`src/rtl/redmule_castin_pipe.sv`:
```
// Elastic multi-lane input cast unit: widens packed FP8/FP8ALT lanes to FP16
// (or bypasses the beat) and runs the result through PIPE_REGS handshake stages.
module redmule_castin_pipe #(
  parameter int unsigned DATA_W    = 256,
  parameter int unsigned SRC_W     = 8,
  parameter int unsigned DST_W     = 16,
  parameter logic [2:0]  DST_FMT   = 3'd2,
  parameter int unsigned PIPE_REGS = 2
) (
  input  logic              clk_i,
  input  logic              rst_ni,
  input  logic              clear_i,
  input  logic              cast_i,
  input  logic [2:0]        src_fmt_i,
  input  logic              in_valid_i,
  output logic              in_ready_o,
  input  logic [DATA_W-1:0] src_i,
  output logic              out_valid_o,
  input  logic              out_ready_i,
  output logic [DATA_W-1:0] dst_o,
  output logic [4:0]        status_o,
  output logic              busy_o
);

  localparam int unsigned NUM_LANES  = DATA_W / DST_W;
  localparam logic [2:0]  FMT_FP16   = 3'd2;
  localparam logic [2:0]  FMT_FP8    = 3'd3;
  localparam logic [2:0]  FMT_FP8ALT = 3'd5;

  if (DATA_W % DST_W != 0) begin : g_err_width
    $error("DATA_W must be a multiple of DST_W");
  end
  if (PIPE_REGS > 4) begin : g_err_pipe
    $error("PIPE_REGS must be in 0..4");
  end
  if (DST_FMT != FMT_FP16 || DST_W != 16 || SRC_W != 8) begin : g_err_fmt
    $error("only FP8/FP8ALT to FP16 casting is supported");
  end

  // Returns {NV,DZ,OF,UF,NX, result}; every FP8 value is exact in FP16, so only NV can fire.
  function automatic logic [20:0] cast_lane(input logic [7:0] op, input logic [2:0] fmt);
    logic [15:0] res;
    logic        nv;
    res = '0;
    nv  = 1'b0;
    if (fmt == FMT_FP8) begin
      if (op[6:2] == 5'h1f && op[1:0] != 2'b00) begin
        res = 16'h7E00;
        nv  = !op[1];
      end else begin
        res = {op, 8'h00};
      end
    end else if (fmt == FMT_FP8ALT) begin
      if (op[6:3] == 4'hf) begin
        if (op[2:0] == 3'b000) begin
          res = {op[7], 5'h1f, 10'h000};
        end else begin
          res = 16'h7E00;
          nv  = !op[2];
        end
      end else if (op[6:3] != 4'h0) begin
        res = {op[7], 5'({1'b0, op[6:3]} + 5'd8), op[2:0], 7'h00};
      end else if (op[2]) begin
        res = {op[7], 5'd8, op[1:0], 8'h00};
      end else if (op[1]) begin
        res = {op[7], 5'd7, op[0], 9'h000};
      end else if (op[0]) begin
        res = {op[7], 5'd6, 10'h000};
      end else begin
        res = {op[7], 15'h0000};
      end
    end
    return {nv, 4'b0000, res};
  endfunction

  logic [DATA_W-1:0] cast_data;
  logic [4:0]        cast_stat;
  logic [DATA_W-1:0] in_data;
  logic [4:0]        in_stat;
  logic [20:0]       lane_res;

  always_comb begin
    cast_data = '0;
    cast_stat = '0;
    lane_res  = '0;
    for (int unsigned i = 0; i < NUM_LANES; i++) begin
      lane_res = cast_lane(src_i[i*SRC_W +: SRC_W], src_fmt_i);
      cast_data[i*DST_W +: DST_W] = lane_res[15:0];
      cast_stat = cast_stat | lane_res[20:16];
    end
    in_data = cast_i ? cast_data : src_i;
    in_stat = cast_i ? cast_stat : 5'b00000;
  end

  logic [4:0] out_stat;

  if (PIPE_REGS == 0) begin : g_comb
    // Output valid is gated by clear so downstream never sees a beat upstream was refused.
    assign in_ready_o  = out_ready_i & ~clear_i;
    assign out_valid_o = in_valid_i & ~clear_i;
    assign dst_o       = in_data;
    assign out_stat    = in_stat;
    assign busy_o      = 1'b0;
  end else begin : g_pipe
    logic [PIPE_REGS-1:0] vld_q;
    logic [DATA_W-1:0]    dat_q [PIPE_REGS];
    logic [4:0]           st_q  [PIPE_REGS];
    logic [PIPE_REGS-1:0] rdy;
    logic [PIPE_REGS:0]   ch_vld;
    logic [DATA_W-1:0]    ch_dat [PIPE_REGS+1];
    logic [4:0]           ch_st  [PIPE_REGS+1];

    assign ch_vld = {vld_q, in_valid_i};

    // Ready chain in closed form: stage k can move if the sink is ready or any stage from k on is empty.
    always_comb begin
      ch_dat[0] = in_data;
      ch_st[0]  = in_stat;
      for (int unsigned k = 0; k < PIPE_REGS; k++) begin
        ch_dat[k+1] = dat_q[k];
        ch_st[k+1]  = st_q[k];
        rdy[k]      = out_ready_i;
        for (int unsigned j = k; j < PIPE_REGS; j++) begin
          rdy[k] = rdy[k] | ~vld_q[j];
        end
      end
    end

    always_ff @(posedge clk_i or negedge rst_ni) begin
      if (!rst_ni) begin
        vld_q <= '0;
        for (int unsigned k = 0; k < PIPE_REGS; k++) begin
          dat_q[k] <= '0;
          st_q[k]  <= '0;
        end
      end else if (clear_i) begin
        vld_q <= '0;
      end else begin
        for (int unsigned k = 0; k < PIPE_REGS; k++) begin
          if (rdy[k]) begin
            vld_q[k] <= ch_vld[k];
            if (ch_vld[k]) begin
              dat_q[k] <= ch_dat[k];
              st_q[k]  <= ch_st[k];
            end
          end
        end
      end
    end

    assign in_ready_o  = rdy[0] & ~clear_i;
    assign out_valid_o = vld_q[PIPE_REGS-1];
    assign dst_o       = dat_q[PIPE_REGS-1];
    assign out_stat    = st_q[PIPE_REGS-1];
    assign busy_o      = |vld_q;
  end

  logic [4:0] status_q;
  logic [4:0] status_d;

  always_comb begin
    status_d = status_q;
    if (clear_i) begin
      status_d = '0;
    end else if (out_valid_o && out_ready_i) begin
      status_d = status_q | out_stat;
    end
  end

  always_ff @(posedge clk_i or negedge rst_ni) begin
    if (!rst_ni) begin
      status_q <= '0;
    end else begin
      status_q <= status_d;
    end
  end

  assign status_o = status_q;

endmodule

```
`config.mk`:
```
export PLATFORM = sky130hd
export DESIGN_NAME = redmule_castin_pipe
export DESIGN_NICKNAME = d
export VERILOG_FILES = /design/src/rtl/redmule_castin_pipe.sv
export SDC_FILE = /design/constraint.sdc
export NUM_CORES = 1
export LEC_CHECK = 0
export BUFFER_PORTS_ARGS = -buffer_cell sky130_fd_sc_hd__buf_2
export CORE_MARGIN = 2
export CORE_UTILIZATION = 45
export DETAILED_ROUTE_END_ITERATION = 6
export GPL_ROUTABILITY_DRIVEN = 0
export HOLD_SLACK_MARGIN = 0.1
export PLACE_DENSITY = 0.68
export SLEW_MARGIN = 20
export SYNTH_ARGS = -nofsm -noshare
export SYNTH_HDL_FRONTEND = slang
export SYNTH_SLANG_ARGS = --single-unit
export TNS_END_PERCENT = 100
```
`constraint.sdc`:
```
create_clock -name clk_i -period 3.5 [get_ports clk_i]
set_clock_uncertainty 0.15 [all_clocks]
set_input_delay 1.05 -clock clk_i [delete_from_list [all_inputs] [get_ports clk_i]]
set_output_delay 1.05 -clock clk_i [all_outputs]
set_load 0.05 [all_outputs]
```
==> results of run 1 <==
routing by layer:
metal,global-route usage (%),vias up,routed length (µm)
li1,-,9297,-
met1,38.17,10190,34510
met2,45.93,1093,40420
met3,6.855,231,8064
met4,11.30,18,3323
met5,0,-,114
sequential cells by signal, summed over array words and instances, names as in the netlist:
signal         flops
dst_o            256
g_pipe.ch_dat    256
g_pipe.vld_q       2
g_pipe.ch_st       1
out_stat           1
status_o           1
cell usage in the layout, fill, tap and decap left out, drive strengths merged, types with 26 or more instances in the layout:
cell type  synthesis  final
nor2             105    105
nor3              51     51
a21oi            133    133
nand2            403    403
o21ai            348    348
nand3             37     37
inv               21     26
clkbuf           112     75
dfrtp            517    517
buf              344    593
mux2             257    257
final timing paths:
| check | end | cells past startpoint |
|---|---|---|
| max | in_ready_o | 3 |
| min | dst_o[91]$_DFFE_PN0P_ | 1 |
| max reg2reg | g_pipe.ch_dat[344]$_DFFE_PN0P_ | 7 |
| min reg2reg | g_pipe.ch_dat[505]$_DFFE_PN0P_ | 1 |
| max in group asynchronous | dst_o[183]$_DFFE_PN0P_ | 2 |
| min in group clk_i | g_pipe.ch_dat[505]$_DFFE_PN0P_ | 1 |
logic make-up (layout without fill, tap and decap cells):
kind of cell               Yosys count  in the layout  share of synthesized area [%]
AOI/OAI and AO/OA                  656            656                          14.87
adders and majority gates            7              7                         0.2727
and+or+nand+nor                    682            682                          11.67
DFF                                517            517                          50.36
buffers and inverters              479            726                          11.56
other                                1             20                        0.01460
muxes                              257            257                          11.26
worst max-delay path: stages (launching register included):
cell	delay (ns)
dfrtp_1	0.41
nor2b_2	0.21
a21oi_1	0.29
buf_2	0.33
through the flow:
step,area (µm²),hold WS [ns],power (mW)
final,29340,0.2327,19.79
after CTS,29300,0.2510,19.94
after detailed placement,27250,0.3102,13.40
after global placement,27250,0.3038,13.26
after global routing,29320,0.2502,20.57
after floorplan,25700,0.2913,12.55
final cells by class:
| cell class | instances | area (µm²) | share of cell area [%] |
|---|---|---|---|
| timing repair buffer | 593 | 3441 | 11.73 |
| multi-input combinational | 1606 | 9829 | 33.50 |
| tap | 756 | 945.9 | 3.223 |
| clock buffer | 75 | 1615 | 5.505 |
| inverter | 23 | 93.84 | 0.3198 |
| clock inverter | 35 | 441.7 | 1.505 |
| antenna | 16 | 40.04 | 0.1364 |
| sequential | 517 | 12940 | 44.09 |
power groups by stage:
stage	Combinational [mW]	Sequential (mW)	Clock [mW]
3_3_place_gp	5.56	7.70	0
2_1_floorplan	5.00	7.54	0
3_5_place_dp	5.63	7.77	0
5_1_grt	5.90	7.80	6.87
4_1_cts	5.65	7.67	6.62
6_report	5.62	7.67	6.51
==> results.json, run 1 <==
{
  "synth_top_cells_by_area": "dfrtp_1 (50%), mux2_1 (10%), buf_4 (8.2%)",
  "antenna_left": 0,
  "p_sw_share_pct": 37.86,
  "ir_drop_mv": 0.4222,
  "grt_max_degree": 109,
  "max_clock_freq_ghz": 0.3254,
  "fillCellCount": 5187,
  "outcome": "complete, no violations",
  "areaGrowthSynthToFinish_pct": 14.22,
  "worst-slew-pin-transition_ns": 0.7656,
  "grt_pass1_wl_um": 129800,
  "async_flop_share_pct": 100.0,
  "crit_path_start_kind": "flip-flop",
  "synth_edf_count": 0,
  "fin_crit_ns": 3.073,
  "power.density_nw_per_um2": 674.5,
  "postSynthRegisterBits": 517,
  "via_per_inst": 5.752,
  "relSlewSlack_pct": 48.56,
  "cts_buffers": 58,
  "dpl.cell_count": 3495,
  "min_path_type": "in2async",
  "tns_ns": 0,
  "crit_fanout": 5,
  "worstPathRequired_ns": 2.30,
  "drc_errors": 0,
  "crit_start": "g_pipe.vld_q[1]$_DFFE_PN0P_",
  "worstSetupPathType": "reg2out",
  "finalCritPeriodShare_pct": 87.81,
  "first_pass_iters": 6,
  "synth_top_cell_by_area": "dfrtp_1",
  "die_w_um": 242.9,
  "setup_viol": 0,
  "ys_top_cells_by_count": "dfrtp_1 (517), nand2_1 (402), buf_4 (282), o21ai_0 (270), mux2_1 (230)",
  "die-area_um2": 59020,
  "yosysMostFrequentCell": "dfrtp_1",
  "synth_area_um2": 25690,
  "drive_gt1_share_pct": 26.29,
  "htreeDepth": 2,
  "avgRoutedWirePerCell_um": 23.87,
  "ys_types": 66,
  "syn_area_per_cell_um2": 9.885,
  "overflow": 0,
  "slew_violations": 0,
  "worst_ep_arrival_time_ns": 1.87,
  "core_um2": 56390,
  "drt-total-wl_um": 86430,
  "grt_pass1_vias": 20420,
  "reg2reg_setup_slack_ns": 1.22,
  "crit_path_end_kind": "output pin",
  "rsz0062_at_grt": "false",
  "postCtsSetupRepairBufs": 0,
  "cts.path.max_buffers": 3,
  "cts_resized": 0,
  "hold_buffers": 0,
  "power.internal_mw": 12.30,
  "synth_flop_cell": "dfrtp_1",
  "fin_ws_ns": 0.4268,
  "portBuffers": 524,
  "die_h_um": 242.9,
  "cap_violations": 0,
  "grt_use_total_pct": 28.86,
  "power_frac_seq_pct": 38.7,
  "final_util_pct": 52.04,
  "start_util_pct": 45.56,
  "pre_cts_slack_ns": 0.3595,
  "synth_top_area_share_pct": 50.36,
  "p_clk_share_pct": 32.9,
  "hold_violations": 0,
  "clockRootBuffer": "clkbuf_16",
  "reg2reg_from": "g_pipe.vld_q[1]$_DFFE_PN0P_",
  "num_rows": 87,
  "leakagePower_nw": 14.01,
  "layoutNonFillerInstCount": 3621,
  "p_comb_share_pct": 28.4,
  "antenna_found_initial": 23,
  "clk_latency_ns": 0.63,
  "via_count": 20830,
  "synthCells": 2599,
  "cts_sinks": 517,
  "p_switching_mw": 7.494,
  "nets": 3064,
  "drt_iter0_markers": 2151,
  "dp_hpwl_um": 64060,
  "cts.clk_slew.worst_paths_ns": 0.06,
  "cts_tree": "built",
  "yosysWarnings": 0,
  "ys_seq_area_share_pct": 50.36,
  "io_pins": 529
}
No activity file was read; power rests on OpenSTA's default activity.
==> run 2: changes to the inputs <==
Settings changed: CORE_UTILIZATION 45 to 60, PLACE_DENSITY 0.68 to 0.86.
==> run 2 against run 1 <==
Effect of this change:
- the run now ends with design-rule violations left
- setup slack improved by 0.030 ns
- sequential power barely moved
- hold slack got worse by 0.035 ns
- wire length down 2.0%
- largest power group unchanged
==> results.json, run 2 (synthesized netlist as in run 1, its figures left out) <==
{
  "outcome": "finished with violations",
  "violations": "design-rule violations",
  "first_pass_iters": 7,
  "power.density_nw_per_um2": 667.0,
  "drc_errors": 3,
  "hold_buffers": 0,
  "overflow": 0,
  "io_pins": 529,
  "layout_common_cells": "buf_2 (522), dfrtp_1 (517), nand2_1 (401)",
  "cts_tree": "built",
  "register_area_um2": 12940,
  "avgRoutedWirePerCell_um": 24.98,
  "core_um2": 42130,
  "tns_ns": 0,
  "grt_max_degree": 121,
  "htreeDepth": 2,
  "relSlewSlack_pct": 53.29,
  "dp_hpwl_um": 60530,
  "drive_gt1_share_pct": 25.53,
  "critPathMostFrequentCell": "buf_2",
  "worstSetupPathType": "in2out",
  "crit_path_end_kind": "output pin",
  "portBuffers": 524,
  "p_clk_share_pct": 30.6,
  "die_h_um": 210.9,
  "max_clock_freq_ghz": 0.3286,
  "crit_fanout": 5,
  "cts.path.max_buffers": 3,
  "grt_pass1_vias": 21130,
  "crit_slowest_cell": "buf_2",
  "grt_pass1_wl_um": 125500,
  "rsz0062_at_grt": "false",
  "cp_slowest_stage_delay_ns": 0.33,
  "power_frac_seq_pct": 40.0,
  "p_switching_mw": 7.340,
  "die_w_um": 210.9,
  "drt-total-wl_um": 84680,
  "setup_viol": 0,
  "fin_crit_ns": 3.043,
  "antenna_left": 0,
  "fillCellCount": 3061,
  "worst_ep_arrival_time_ns": 1.84,
  "clockRootBuffer": "clkbuf_16",
  "p_comb_share_pct": 29.5,
  "min_path_type": "in2async",
  "cap_violations": 0,
  "multi_input_area_um2": 9829,
  "start_util_pct": 60.98,
  "slew_violations": 0,
  "holdWs_ns": 0.1982,
  "cts_resized": 0,
  "final_util_pct": 68.42,
  "num_rows": 75,
  "hold_violations": 0,
  "areaGrowthSynthToFinish_pct": 12.21,
  "p_sw_share_pct": 38.17,
  "cts_buffers": 55,
  "crit_path_start_kind": "input pin",
  "crit_chain": "buf_2 > nor2b_2 > a21oi_1 > buf_2",
  "power.internal_mw": 11.89,
  "die-area_um2": 44490,
  "via_count": 21730,
  "ir_drop_mv": 0.5133,
  "antenna_found_initial": 22,
  "nets": 3054,
  "leakagePower_nw": 13.90,
  "via_per_inst": 6.410,
  "worst-slew-pin-transition_ns": 0.6953,
  "final_common_cell": "buf_2",
  "crit_family": "buffers and inverters",
  "drt_iter0_markers": 2481,
  "postCtsSetupRepairBufs": 0,
  "worstPathRequired_ns": 2.30,
  "cts.clk_slew.worst_paths_ns": 0.06,
  "crit_buf_inv": 2,
  "clk_latency_ns": 0.60,
  "grt_use_total_pct": 37.29,
  "cts_sinks": 517,
  "finalCritPeriodShare_pct": 86.95
}
[run 2: cell types whose count changed in the layout (fill, tap and decap cells not counted), moves of 3 or more]
cell / before / now
inv_6: 5 / 2
clkbuf_1: 7 / 16
buf_12: 23 / 26
diode_2: 16 / 19
clkinvlp_4: 10 / 3
buf_4: 47 / 37
bufinv_16: 8 / 3
[run 2: worst paths after layout]
kind / depth (start not counted) / from / slack, ns / end
max in group asynchronous: 2 / rst_ni / 2.01 / g_pipe.ch_dat[262]$_DFFE_PN0P_
hold / removal: 1 / rst_ni / 0.20 / dst_o[128]$_DFFE_PN0P_
hold reg to reg: 2 / g_pipe.ch_dat[419]$_DFFE_PN0P_ / 0.32 / g_pipe.ch_dat[419]$_DFFE_PN0P_
setup / recovery: 4 / out_ready_i / 0.46 / in_ready_o
setup reg to reg: 4 / g_pipe.vld_q[1]$_DFFE_PN0P_ / 1.20 / dst_o[64]$_DFFE_PN0P_
min in group clk_i: 2 / g_pipe.ch_dat[419]$_DFFE_PN0P_ / 0.32 / g_pipe.ch_dat[419]$_DFFE_PN0P_
[run 2: worst reg2reg max path, stage by stage, from the launching register on]
cell and delay [ns]:
dfrtp_1 0.38, nor2b_2 0.30, or3b_4 0.39, buf_12 0.44
mux2_1 0.50
[run 2: power groups by stage]
stage | sequential, mW | clock, mW | combinational, mW
floorplan | 7.54 | 0 | 5.00
global placement | 7.68 | 0 | 5.51
detailed placement | 7.76 | 0 | 5.63
CTS | 7.67 | 5.92 | 5.66
global route | 7.79 | 6.15 | 5.92
finish | 7.68 | 5.88 | 5.67
[run 2: metrics by stage]
step / std cells / total power, mW / setup WS, ns / area (µm²)
after detailed placement: 3271 / 13.39 / 0.3561 / 26960
after floorplan: 2602 / 12.55 / 0.3218 / 25700
final: 3390 / 19.23 / 0.4567 / 28830
after CTS: 3371 / 19.25 / 0.4364 / 28780
after global routing: 3385 / 19.86 / 0.4015 / 28820
after global placement: 3271 / 13.20 / 0.4339 / 26960
[run 2: layout make-up]
cell class	instances	area share, %
sequential	517	44.88
multi-input combinational	1606	34.10
timing repair buffer	586	11.88
clock buffer	85	5.729
tap	539	2.339
clock inverter	15	0.5946
inverter	23	0.3168
antenna	19	0.1649
[run 2: per-layer routing]
layer | wire [µm] | global-route usage, % | share of wire [%] | up-vias
met5 | 63 | 0 | 0.074 | -
met4 | 5337 | 21.44 | 6.3 | 12
met3 | 9008 | 9.352 | 11 | 371
met2 | 38980 | 58.67 | 46 | 1511
met1 | 31290 | 47.24 | 37 | 10550
li1 | - | - | - | 9290
